==> src/rtl/wb_data_stage_v2_if.sv <==
// wb_data_stage_v2_if: handshaked data-cache port between the write-back stage and the cache
//   master (stage): c_req, c_we, c_be, c_addr, c_wdata out; c_ready, c_rvalid, c_rdata, c_miss in
//   slave (cache): the mirror image
interface wb_data_stage_v2_if #(parameter int XLEN = 32, parameter int ADDR_W = 32);
  logic c_req;
  logic c_we;
  logic [XLEN/8-1:0] c_be;
  logic [ADDR_W-1:0] c_addr;
  logic [XLEN-1:0] c_wdata;
  logic c_ready;
  logic c_rvalid;
  logic [XLEN-1:0] c_rdata;
  logic c_miss;
  modport master(output c_req, c_we, c_be, c_addr, c_wdata, input c_ready, c_rvalid, c_rdata, c_miss);
  modport slave(input c_req, c_we, c_be, c_addr, c_wdata, output c_ready, c_rvalid, c_rdata, c_miss);
endinterface

==> src/rtl/wb_data_stage_v2.sv <==
// wb_data_stage_v2: write-back data stage with handshaked cache port, load extension and misalign trap
//   in: clk, rst (async, active-high), bubbleW, flushW, mem_rd, mem_wr, mem_type (funct3), addr, wr_data
//   c (master): cache request/response port
//   out: data_WB, stall_req, misalign (1-cycle pulse), rd_count, wr_count, miss_count
//   WB_PERF_CNT_EN: when defined the perf counters are built, otherwise they read 0
module wb_data_stage_v2 #(
  parameter int XLEN = 32,
  parameter int ADDR_W = 32,
  parameter int CNT_W = 32
) (
  input  logic clk,
  input  logic rst,
  input  logic bubbleW,
  input  logic flushW,
  input  logic mem_rd,
  input  logic mem_wr,
  input  logic [2:0] mem_type,
  input  logic [ADDR_W-1:0] addr,
  input  logic [XLEN-1:0] wr_data,
  wb_data_stage_v2_if.master c,
  output logic [XLEN-1:0] data_WB,
  output logic stall_req,
  output logic misalign,
  output logic [CNT_W-1:0] rd_count,
  output logic [CNT_W-1:0] wr_count,
  output logic [CNT_W-1:0] miss_count
);
  localparam int BW = XLEN / 8;
  localparam int LW = $clog2(BW);
  typedef enum logic [1:0] {IDLE, REQ, RSP} state_t;
  state_t state;
  logic [2:0] op_type;
  logic op_we;
  logic [ADDR_W-1:0] op_addr;
  logic [XLEN-1:0] op_wdata;
  logic idle, take, mem, mis, start, acc, cur_we;
  logic [2:0] cur_type;
  logic [ADDR_W-1:0] cur_addr;
  logic [XLEN-1:0] cur_wdata, s, ext;
  logic [LW-1:0] lo;
  logic [BW-1:0] mask;
  assign idle = state == IDLE;
  assign take = idle & !bubbleW & !flushW;
  assign mem = mem_rd | mem_wr;
  assign mis = (mem_type[1:0] == 2'd1 & addr[0]) | (mem_type[1:0] == 2'd2 & |addr[1:0]) |
               (mem_type[1:0] == 2'd3 & |addr[2:0]);
  assign start = take & mem & !mis;
  // In IDLE the request is driven straight from the pipeline; afterwards from the latched op
  assign cur_type = idle ? mem_type : op_type;
  assign cur_we = idle ? mem_wr : op_we;
  assign cur_addr = idle ? addr : op_addr;
  assign cur_wdata = idle ? wr_data : op_wdata;
  assign lo = cur_addr[LW-1:0];
  assign mask = cur_type[1:0] == 2'd0 ? BW'(1) : cur_type[1:0] == 2'd1 ? BW'(3) :
                cur_type[1:0] == 2'd2 ? BW'(15) : BW'(255);
  assign c.c_req = start | state == REQ;
  assign c.c_we = cur_we;
  assign c.c_addr = cur_addr & ~ADDR_W'(BW - 1);
  assign c.c_be = mask << lo;
  assign c.c_wdata = cur_wdata << {lo, 3'b000};
  assign acc = c.c_req & c.c_ready;
  assign stall_req = (start & !(mem_wr & c.c_ready)) | state == REQ | (state == RSP & !c.c_rvalid);
  assign s = c.c_rdata >> {lo, 3'b000};
  assign ext = cur_type == 3'b000 ? XLEN'($signed(s[7:0])) :
               cur_type == 3'b001 ? XLEN'($signed(s[15:0])) :
               cur_type == 3'b010 ? XLEN'($signed(s[31:0])) :
               cur_type == 3'b100 ? XLEN'(s[7:0]) :
               cur_type == 3'b101 ? XLEN'(s[15:0]) :
               cur_type == 3'b110 ? XLEN'(s[31:0]) : s;
  always_ff @(posedge clk or posedge rst) begin
    if (rst) begin
      state <= IDLE;
      data_WB <= '0;
      misalign <= 1'b0;
      op_type <= '0;
      op_we <= 1'b0;
      op_addr <= '0;
      op_wdata <= '0;
    end else begin
      misalign <= take & mem & mis;
      case (state)
        IDLE: if (!bubbleW) begin
          if (flushW || (mem && mis)) data_WB <= '0;
          else if (!mem) data_WB <= XLEN'(addr);
          else begin
            op_type <= mem_type;
            op_we <= mem_wr;
            op_addr <= addr;
            op_wdata <= wr_data;
            state <= !c.c_ready ? REQ : mem_wr ? IDLE : RSP;
          end
        end
        REQ: if (c.c_ready) state <= op_we ? IDLE : RSP;
        RSP: if (c.c_rvalid) begin
          data_WB <= ext;
          state <= IDLE;
        end
        default: state <= IDLE;
      endcase
    end
  end
`ifdef WB_PERF_CNT_EN
  always_ff @(posedge clk or posedge rst) begin
    if (rst) begin
      rd_count <= '0;
      wr_count <= '0;
      miss_count <= '0;
    end else begin
      rd_count <= rd_count + CNT_W'(acc & !cur_we);
      wr_count <= wr_count + CNT_W'(acc & cur_we);
      miss_count <= miss_count + CNT_W'(acc & c.c_miss);
    end
  end
`else
  assign rd_count = '0;
  assign wr_count = '0;
  assign miss_count = '0;
`endif
endmodule
==> src/flat_wrapper.sv <==
// flat-port wrapper written by rule: the top's interface ports become plain ports
module wb_data_stage_v2_flat 
#(
  parameter int XLEN = 32,
  parameter int ADDR_W = 32,
  parameter int CNT_W = 32
)
  (clk, rst, bubbleW, flushW, mem_rd, mem_wr, mem_type, addr, wr_data, data_WB, stall_req, misalign, rd_count, wr_count, miss_count, c_c_req, c_c_we, c_c_be, c_c_addr, c_c_wdata, c_c_ready, c_c_rvalid, c_c_rdata, c_c_miss);
  wb_data_stage_v2_if #(.XLEN(XLEN), .ADDR_W(ADDR_W)) c_i ();
  input  logic clk;
  input  logic rst;
  input  logic bubbleW;
  input  logic flushW;
  input  logic mem_rd;
  input  logic mem_wr;
  input  logic [2:0] mem_type;
  input  logic [ADDR_W-1:0] addr;
  input  logic [XLEN-1:0] wr_data;
  output logic [XLEN-1:0] data_WB;
  output logic stall_req;
  output logic misalign;
  output logic [CNT_W-1:0] rd_count;
  output logic [CNT_W-1:0] wr_count;
  output logic [CNT_W-1:0] miss_count;
  output wire logic [$bits(c_i.c_req)-1:0] c_c_req;
  output wire logic [$bits(c_i.c_we)-1:0] c_c_we;
  output wire logic [$bits(c_i.c_be)-1:0] c_c_be;
  output wire logic [$bits(c_i.c_addr)-1:0] c_c_addr;
  output wire logic [$bits(c_i.c_wdata)-1:0] c_c_wdata;
  input wire logic [$bits(c_i.c_ready)-1:0] c_c_ready;
  input wire logic [$bits(c_i.c_rvalid)-1:0] c_c_rvalid;
  input wire logic [$bits(c_i.c_rdata)-1:0] c_c_rdata;
  input wire logic [$bits(c_i.c_miss)-1:0] c_c_miss;
  assign c_c_req = c_i.c_req;
  assign c_c_we = c_i.c_we;
  assign c_c_be = c_i.c_be;
  assign c_c_addr = c_i.c_addr;
  assign c_c_wdata = c_i.c_wdata;
  assign c_i.c_ready = c_c_ready;
  assign c_i.c_rvalid = c_c_rvalid;
  assign c_i.c_rdata = c_c_rdata;
  assign c_i.c_miss = c_c_miss;
  wb_data_stage_v2 #(.XLEN(XLEN), .ADDR_W(ADDR_W), .CNT_W(CNT_W)) u_core (.clk(clk), .rst(rst), .bubbleW(bubbleW), .flushW(flushW), .mem_rd(mem_rd), .mem_wr(mem_wr), .mem_type(mem_type), .addr(addr), .wr_data(wr_data), .c(c_i), .data_WB(data_WB), .stall_req(stall_req), .misalign(misalign), .rd_count(rd_count), .wr_count(wr_count), .miss_count(miss_count));
endmodule
==> config.mk <==
export PLATFORM = sky130hd
export DESIGN_NAME = wb_data_stage_v2_flat
export DESIGN_NICKNAME = d
export VERILOG_FILES = /design/src/rtl/wb_data_stage_v2_if.sv /design/src/rtl/wb_data_stage_v2.sv /design/src/flat_wrapper.sv
export SDC_FILE = /design/constraint.sdc
export NUM_CORES = 1
export LEC_CHECK = 0
export BUFFER_PORTS_ARGS = -buffer_cell sky130_fd_sc_hd__buf_4
export CAP_MARGIN = 20
export CORE_UTILIZATION = 45
export DETAILED_ROUTE_END_ITERATION = 16
export PLACE_DENSITY_LB_ADDON = 0.1
export SLEW_MARGIN = 30
export SYNTH_ARGS = -nofsm -noshare
export SYNTH_HDL_FRONTEND = slang
export SYNTH_SLANG_ARGS = --single-unit
==> constraint.sdc <==
create_clock -name clk -period 2.65 [get_ports clk]
set_input_delay 0.1325 -clock clk [delete_from_list [all_inputs] [get_ports clk]]
set_output_delay 0.1325 -clock clk [all_outputs]
set_load 0.01 [all_outputs]
; ---- Yosys cells after proc, flatten, opt, wreduce, memory -nomap -nowiden
; Index checks and enable logic that the tools add are counted.
[op_classes]
n_addsub = 0
n_mul = 0
div = 0
order_cmp = 0
eq_ne = 16
shifts = 3
n_mux = 25
bitwise_logic = 19
reduce_logical = 16
[op_table]
columns = operator, n
row1 = 32-bit two-way mux, 11
row2 = 32-bit one-hot mux with 2 select lines, 1
row3 = 32-bit by 5-bit << shifter with 32-bit output, 1
row4 = 32-bit by 5-bit >> shifter with 32-bit output, 1
row5 = 2-bit two-way mux, 8
row6 = 1-bit AND, 11
row7 = 2-bit inequality test (second input constant), 5
row8 = 4-bit two-way mux, 2
row9 = 4-bit AND reduction, 2
row10 = 2-bit by 1-bit == test with 1-bit output (second input constant), 3
row11 = 2-bit == test (second input constant), 3
row12 = 3-bit == test (second input constant), 2
row13 = 1-bit bitwise OR, 6
row14 = 2-bit one-hot mux with 3 select lines, 1
row15 = 1-bit logical NOT, 5
row16 = 5-bit AND reduction, 1
row17 = 2-bit logical NOT, 2
row18 = 4-bit by 2-bit << shifter with 4-bit output, 1
row19 = 3-bit by 1-bit == test with 1-bit output (second input constant), 1
row20 = 3-bit by 2-bit == test with 1-bit output (second input constant), 1
row21 = 3-bit logical NOT, 1
row22 = 3-bit two-way mux, 1
row23 = 3-bit inequality test (second input constant), 1
row24 = 3-bit OR reduction, 1
row25 = 6 further kinds, 7
[totals]
register_bits = 103
latch_bits = 0
ram_bits = 0
romBits = 0
mem_count = 0

; ---- Depth between registers and ports, before layout
; Gate-level depths: netlist of run 1.
[depth]
ltp_word = 10
ltp_mapped = 10

; ---- Worst setup path after synthesis of run 1
; OpenSTA, ideal clock, no wires.
[synth_path]
path_kind = reg-to-reg
start = register u_core.state[0]
end = register u_core.data_WB[31]
t_arrival_ns = 1.896
required_time_ns = 2.523
path_slack_ns = 0.627
path_stages_with_launch = 8
n_path_buf = 1
path_cell_list = dfrtp_1 -> or3b_4 -> nand2_4 -> mux2i_1 -> a22oi_2 -> o21bai_1 -> buf_2 -> o21ai_1
[synth_via]
elab_chain_len = 10
elab_cells_between_ends = 22
cone_classes = eq/ne (8) / shift (1) / mux (9) / reduce/logical (4)
[synth_lines]
columns = element, line_no
row1 = start: declaration, wb_data_stage_v2.sv:31  ; state_t state;
row2 = start signal: assignment, wb_data_stage_v2.sv:90  ; state <= !c.c_ready ? REQ : mem_wr ? IDLE : RSP;
row3 = start signal: assignment, wb_data_stage_v2.sv:93  ; REQ: if (c.c_ready) state <= op_we ? IDLE : RSP;
row4 = 2-bit logical NOT, "wb_data_stage_v2.sv:42, wb_data_stage_v2.sv:81"
row5 = 32-bit two-way mux or 3-bit two-way mux (tied branches), "wb_data_stage_v2.sv:51, wb_data_stage_v2.sv:49"
row6 = 32-bit by 5-bit >> shifter with 32-bit output or 3-bit == test (tied branches), "wb_data_stage_v2.sv:63, wb_data_stage_v2.sv:68"
row7 = 32-bit two-way mux, wb_data_stage_v2.sv:68  ; cur_type == 3'b101 ? XLEN'(s[15:0]) :
row8 = 32-bit two-way mux, wb_data_stage_v2.sv:67  ; cur_type == 3'b100 ? XLEN'(s[7:0]) :
row9 = 32-bit two-way mux, wb_data_stage_v2.sv:66  ; cur_type == 3'b010 ? XLEN'($signed(s[31:0])) :
row10 = 32-bit two-way mux, wb_data_stage_v2.sv:65  ; cur_type == 3'b001 ? XLEN'($signed(s[15:0])) :
row11 = 32-bit two-way mux, wb_data_stage_v2.sv:64  ; assign ext = cur_type == 3'b000 ? XLEN'($signed(s[7:0])) :
row12 = 32-bit two-way mux, wb_data_stage_v2.sv:94  ; RSP: if (c.c_rvalid) begin
row13 = 32-bit one-hot mux with 2 select lines, wb_data_stage_v2.sv:81  ; case (state)
row14 = end signal: assignment, wb_data_stage_v2.sv:84  ; else if (!mem) data_WB <= XLEN'(addr);
row15 = end signal: assignment, wb_data_stage_v2.sv:95  ; data_WB <= ext;
row16 = end: declaration, wb_data_stage_v2.sv:21  ; output logic [XLEN-1:0] data_WB,
; Parallel ways exist; a longest one is shown, timed or not. The select of a mux whose other input is x is not followed.
; A chain may end at the register's enable or synchronous reset.

; ---- Final worst setup path of run 1
[layout_path]
start = register u_core.state[1]
end = output port c_c_wdata[9]
[layout_via]
elab_chain_len = 3
elab_cells_between_ends = 4
cone_classes = shift (1) / mux (2) / reduce/logical (1)
[layout_lines]
columns = element, line_no
row1 = 2-bit logical NOT (*), wb_data_stage_v2.sv:42  ; assign idle = state == IDLE;
row2 = "32-bit two-way mux, on equally long branches", "wb_data_stage_v2.sv:52, wb_data_stage_v2.sv:51"
row3 = 32-bit by 5-bit << shifter with 32-bit output (*), wb_data_stage_v2.sv:60  ; assign c.c_wdata = cur_wdata << {lo, 3'b000};
row4 = end: declaration, flat_wrapper.sv:29  ; output wire logic [$bits(c_i.c_wdata)-1:0] c_c_wdata;
; Mark *: on every way between the ends. The rest lies on a longest branch, timed or not.

==> results.md, run 1 <==
* Multiplexer share of the synthesized area at 20.08%
* Rows at between 40 and 50
* Net Sw Frac at 35.38%
* Syn Inst Count at 847
* Drt wl/cell at 17.09 um
* CP required at 2520 ps
* Mean Syn Cell Area at 8.761 um^2
* RSZ-0062 raised after global routing: no
* # clock sinks at 103
* Port Buffers at 208
* Clk pin slew, worst setup/hold paths at ~70 ps
* Synth cell types at 54
* Post-Route WL at 21,530 um
* RR Endpoint: u_core.data_WB[11]
* Clock buffer depth at 2
* Area grow syn2layout at 24.53%
* Die Span X at 130.4 um
* Max Freq at 393.4 MHz
* Clock Skews at 3.993 ps
* Yosys reg bits at 103
* Core area at 16,000 um^2
* Cell taking the most area after synthesis: dfrtp_1
* Hold Crit Class: in -> reg
* Max Slew Vio Count at 0
* Initial core utilization at 46.38%
* Netlist Area Pre-Place at 7421 um^2
* Setup tns final at 0 ps
* Period utilization at 95.92%
* Flop pwr share at 37.9%
* TritonCTS clock tree: built
* Vias in the first global route at 6,014
* Static Leakage at 4.586 nW
* Final HPWL DP at 15,840 um
* CTS H-tree depth at 3
* Ys async rst share at 100.0%
* Clock share of power at 22.5%
* Worst-skew pair later-pin latency at around 350 ps
* # setup viols final at 0
* Io pins at 308
* Reg2reg setup slack at 210 ps
* Final net count at ~1,100
* Layout cell share with drive strength beyond 1 at 33.91%
* Final Cell Area at around 9200 um^2
* Number of max-capacitance violations reported at 0
* Net switching power at 2.141 mW
* Worst reg2reg startpoint: u_core.state[1]
* Largest net degree at the start of global routing at 67
* Most common cell in the netlist: nand2_1
* Commonest cells in the synthesized netlist: nand2_1 (189), dfrtp_1 (103), buf_4 (100), mux2_2 (76), mux2i_1 (51)
* Yosys top cell area share at 34.73%
* Crit path time final at 2542 ps
* Post-Synth Simple-Gate Area at around 16%
* Final hold vios at 0
* Crit path launch: u_core.state[1]
* Post-synthesis sequential area ratio at 34.73%
* Initial antenna violation count at 0
* Total gr overflow at 0
* VDD IR max at 347.3 uV
* Antenna diodes at 0
* Synth top area cells: dfrtp_1 (35%), mux2_2 (12%), buf_4 (10%)
* Worst-path maximum fanout at 66
* Via count at 6,495
* Routability congestion estimate at 0.8365
* Vias per cell at 5.155
* Post-Synth Adder-Cell Area at 0%
* Internal power at 3.911 mW
* Gate power share at between 30% and 40%
* GR Util All Layers at around 26%
* Worst-Margin Slew at 733.0 ps
* CP startpoint kind: register
* First-pass GRT wire length at 33,140 um
* Largest family of logic cells by synthesized area: multiplexers
* Pre-Repair DR Iteration Count at 5
* Root Buffer: clkbuf_16
* Compound-Gate Fraction of Synth Area at between 15 and 20%
* Post-synth EDFFs at 0
* Rel. slew slack at 51.13%
* Post-route ant nets at 0
* Critical path endpoint: c_c_wdata[9]
* Post-route DRC at 0
* Status: complete, no violations
* Critical path class: reg -> out
* Die Ht at 130.4 um
* Die ar. at approximately 17,000 um^2
* 1st-iter DRT viols at 346
* FF-to-FF path depth at 6
* Yosys warns at 0
* CTS Buf Count at 9
* Placed cell area at 8876 um^2
* PwrDens at 654.8 nW/um^2
* WP data arrival at 2410 ps
* Synth Area in XOR/XNOR at 0%
* Setup crit end kind: output pin
* Commonest register cell after synthesis: dfrtp_1
## critical path: stages (launching register included)
cell      delay [ps]
dfrtp_1          560
buf_4            270
or2_4            200
clkbuf_8         400
nor2_1            90
a211oi_1         340
buf_4            190
## cell type report
type / count / area, um^2
Fill cell: 1534 / 6759
Multi-Input combinational cell: 685 / 4222
Sequential cell: 103 / 2579
Timing Repair Buffer: 238 / 1861
Tap cell: 216 / 270.3
Clock buffer: 10 / 239.0
Clock inverter: 5 / 56.30
Inverter: 3 / 15.01
## what timing repair did
item,4_1_cts,5_1_grt
gates resized for setup,3,5
hold buffers,4,0
buffers inserted,0,1
setup endpoints to repair,11,13
hold endpoints to repair,22,0
## placed cells by master, fill, tap and decap left out, types with 8 or more instances in the layout
cell type and count:
mux2i_1 51, nand3_1 31, o31ai_1 8, mux2_2 75
conb_1 98, nor2_1 40, o21ai_1 11, o21ai_0 22
a22oi_1 14, a211oi_1 9, a22oi_2 10, clkbuf_16 9
nand2_1 187, o21a_1 9, dfrtp_1 102, a21oi_1 45
mux2_1 9, buf_4 227, o2bb2ai_1 8, o22ai_1 9
## flip-flops by register name, indices dropped and copies added, names as in the netlist
signal           flops
u_core.op_addr      32
u_core.data_WB      32
u_core.op_type       3
u_core.state         2
u_core.op_we         1
u_core.misalign      1
u_core.op_wdata     32
## cell families after synthesis
kind of cell	Yosys count
other	1
and+or+nand+nor	283
buffers and inverters	156
DFF	103
AOI/OAI and AO/OA	167
muxes	137
## power by group through the flow
stage	clock network, mW	registers [mW]	logic, mW
3_5_place_dp	0	2.31	2.38
6_report	1.36	2.29	2.40
5_1_grt	1.46	2.35	2.63
2_1_floorplan	0	2.27	1.56
3_3_place_gp	0	2.30	2.36
4_1_cts	1.40	2.28	2.39
## how the worst min path moves through the flow
| stage | slack, ps | cells past startpoint | from | to |
|---|---|---|---|---|
| 4_1_cts | 4 | 2 | wr_data[30] | u_core.op_wdata[30] |
| 5_1_grt | 10 | 2 | wr_data[29] | u_core.op_wdata[29] |
| 2_1_floorplan | 200 | 1 | c_c_ready | u_core.state[0] |
| 3_3_place_gp | 220 | 2 | rst | u_core.op_addr[16] |
| 6_report | 20 | 2 | wr_data[30] | u_core.op_wdata[30] |
| 3_5_place_dp | 220 | 2 | rst | u_core.op_addr[16] |
## per-stage QoR
stage                     instances  hold WS [ps]  total power, mW  utilization, %  setup slack [ps]
after floorplan                 944         203.3            3.825               -             626.9
after global placement         1240         219.0            4.658           55.47             198.2
final                          1260         21.27            6.052           57.76             108.0
after CTS                      1259         4.133            6.076           57.62             38.64
after detailed placement       1240         221.8            4.684           55.47             179.6
after global routing           1260         11.50            6.442           57.76             3.980
## layer usage
metal	vias to the layer above	GRT usage (%)	share of wire [%]	wire length [um]
met4	0	6.220	1.6	353
li1	3126	-	-	-
met2	235	40.64	46	9954
met5	-	0	0	0
met1	3113	36.13	46	9918
met3	21	5.171	6.1	1304
(Power assumes the default switching activity.)
==> inputs of run 2 (changes only) <==
Settings changed: CORE_ASPECT_RATIO set to 1.75, PLACE_DENSITY set to 0.84, PLACE_DENSITY_LB_ADDON 0.1 to not set.
==> results.md, run 2 (synthesis gave the netlist of run 1 again) <==
* GR Util All Layers at 27.99% (+2.3 points)
* # clock sinks at 103 (unchanged)
* CP startpoint kind: register
* CTS Buf Count at 9 (unchanged)
* Vias in the first global route at 6,544 (+8.8%)
* Crit path time final at 2490 ps (-52.23 ps)
* Post-route DRC at 0 (unchanged)
* Die Span X at 99.08 um (-24%)
* Die Ht at 171.9 um (+32%)
* Final Cell Area at 9204 um^2 (-0.41%)
* Rows at 61 (+33%)
* Critical-path top delay cell: dfrtp_1
* Final HPWL DP at 17,830 um (+13%)
* Max Freq at 401.6 MHz (+2.1%)
* Setup tns final at 0 ps (unchanged)
* Total gr overflow at 0 (unchanged)
* Io pins at 308 (unchanged)
* # setup viols final at 0 (unchanged)
* Largest net degree at the start of global routing at 104 (+55%)
* Most common cell after layout, fill and taps aside: buf_4
* Reg2reg setup slack at 350 ps (+140 ps)
* Hold Crit Start: addr[4]
* Post-Route WL at 23,770 um (+10%)
* Register area at 2577 um^2 (about the same)
* 1st-iter DRT viols at 337 (-2.6%)
* Worst reg2reg startpoint: u_core.state[1]
* Via count at 6,869 (+5.8%)
* Initial antenna violation count at 1 (+1)
* Worst-Margin Slew at 745.2 ps (+12.14 ps)
* Worst-skew pair later-pin latency at 360 ps (about the same)
* Worst-path maximum fanout at 21 (-68%)
* Number of max-capacitance violations reported at 0 (unchanged)
* Multi-input gate area at 4217 um^2 (-0.12%)
* First-pass GRT wire length at 35,990 um (+8.6%)
* Clock Skews at 16.36 ps (+12.37 ps)
* Clock buffer depth at 2 (unchanged)
* RR Endpoint: u_core.data_WB[30]
* Critical path class: reg -> out
* # fillers at 1,432 (-6.6%)
* Period utilization at 93.95% (-2.0 points)
* PwrDens at 660.9 nW/um^2 (+0.93%)
* CP required at 2520 ps (about the same)
* Setup crit end kind: output pin
* Final Util at 57.42% (-0.33 points)
* Crit path launch: u_core.state[1]
* Worst path cell trace: buf_4, or2_4, a21oi_2, and3_1, o21bai_1, buf_4
* WP data arrival at 2360 ps (-50 ps)
* Initial core utilization at 46.30% (-0.080 points)
* Final hold vios at 0 (unchanged)
* Biggest regs: u_core.data_WB: 32 flops, u_core.op_addr: 32 flops, u_core.op_wdata: 32 flops
* Final net count at 1,152 (+0.35%)
* VDD IR max at 357.1 uV (+2.8%)
* Area grow syn2layout at 24.03%
* Static Leakage at 4.587 nW (about the same)
* CP peak stage delay at 440 ps (-120 ps)
* Met3 GRT Util at 4.729% (-0.44 points)
* Routability congestion estimate at 0.8738 (+4.5%)
* RSZ-0062 raised after global routing: no
* Root Buffer: clkbuf_16
* Port Buffers at 208 (unchanged)
* M2 GR Usage at 53.94% (+13 points)
* Layout cell share with drive strength beyond 1 at 34.03% (+0.12 points)
* Placed cell area at 8852 um^2 (-0.27%)
* Most frequent cells in the layout: buf_4 (235), nand2_1 (187), dfrtp_1 (103)
* Post-route ant nets at 0 (unchanged)
* Hold Crit Class: in -> reg
* Clk pin slew, worst setup/hold paths at 80 ps (about the same)
* Drt wl/cell at 19.19 um (+12%)
* Hold EP: u_core.op_addr[4]
* FF-to-FF path depth at 7 (+1)
* Most frequent CP cell: buf_4
* Status: complete, no violations
* TritonCTS clock tree: built
* Rel. slew slack at 50.14% (-0.99 points)
* Max Slew Vio Count at 0 (unchanged)
* Grt met1 use at 28.66% (-7.5 points)
* Vias per cell at 5.544 (+7.6%)
* Pre-Repair DR Iteration Count at 5 (unchanged)
* Core area at 16,030 um^2 (+0.17%)
* Die ar. at 17,030 um^2 (+0.12%)
* CTS H-tree depth at 3 (unchanged)
* WHS Path Cells at 2 (unchanged)
* Gr busiest metal: met2
[run 2: cell count changes in the layout (fill, tap and decap cells not counted), moves of 2 or more]
cell and change:
clkinv_2 -2, inv_6 +2, clkbuf_8 -2, buf_4 +8
buf_6 -2
[run 2: critical path: cells and delay by family, from the launching register on]
kind	cells	cell delay, ps
AND/OR/NAND/NOR	2	760
AO/OA/AOI/OAI	2	400
flip-flops	1	440
buffers and inverters	2	400
[run 2: routing by layer]
| layer | vias to the layer above | wire, um | part of all wire, % |
|---|---|---|---|
| met5 | - | 0 | 0 |
| met4 | 0 | 951 | 4.0 |
| met3 | 51 | 1605 | 6.8 |
| met2 | 395 | 13030 | 55 |
| met1 | 3286 | 8186 | 34 |
| li1 | 3137 | - | - |
[run 2: how the worst max path moves through the flow]
stage | endpoint | slack (ps)
5_1_grt | c_c_wdata[25] | 30
6_report | c_c_be[2] | 160
4_1_cts | c_c_wdata[19] | 60
3_3_place_gp | u_core.data_WB[29] | 430
3_5_place_dp | u_core.data_WB[29] | 340
2_1_floorplan | u_core.data_WB[31] | 630
[run 2: metrics by stage]
stage,hold slack [ps],setup WS (ps),power (mW),instances
after floorplan,203.3,626.9,3.825,944
after CTS,2.304,62.54,6.092,1236
after global placement,319.6,425.2,4.660,1216
after global routing,6.652,27.03,6.406,1239
after detailed placement,321.2,343.8,4.737,1216
final,13.64,160.3,6.083,1239
[run 2: cell type report]
type	instances	share of cell area (%)
clock inverters	6	0.6797
flip-flops and latches	103	28.00
diodes	1	0.02719
multi-input cells	685	45.81
repair buffers	242	20.26
inverters	3	0.1631
clock buffers	10	2.488
well taps	189	2.569
[run 2: what timing repair did]
item | 4_1_cts | 5_1_grt
setup endpoints to repair | 0 | 9
gates resized for setup | 0 | 1
hold endpoints to repair | 99 | 0
setup buffers | 0 | 2
hold buffers | 4 | 0
[run 2: power breakdown]
part           internal, mW  switching (mW)
registers              1.98           0.304
logic                  1.17            1.28
clock network         0.667           0.683
total                  3.82            2.27
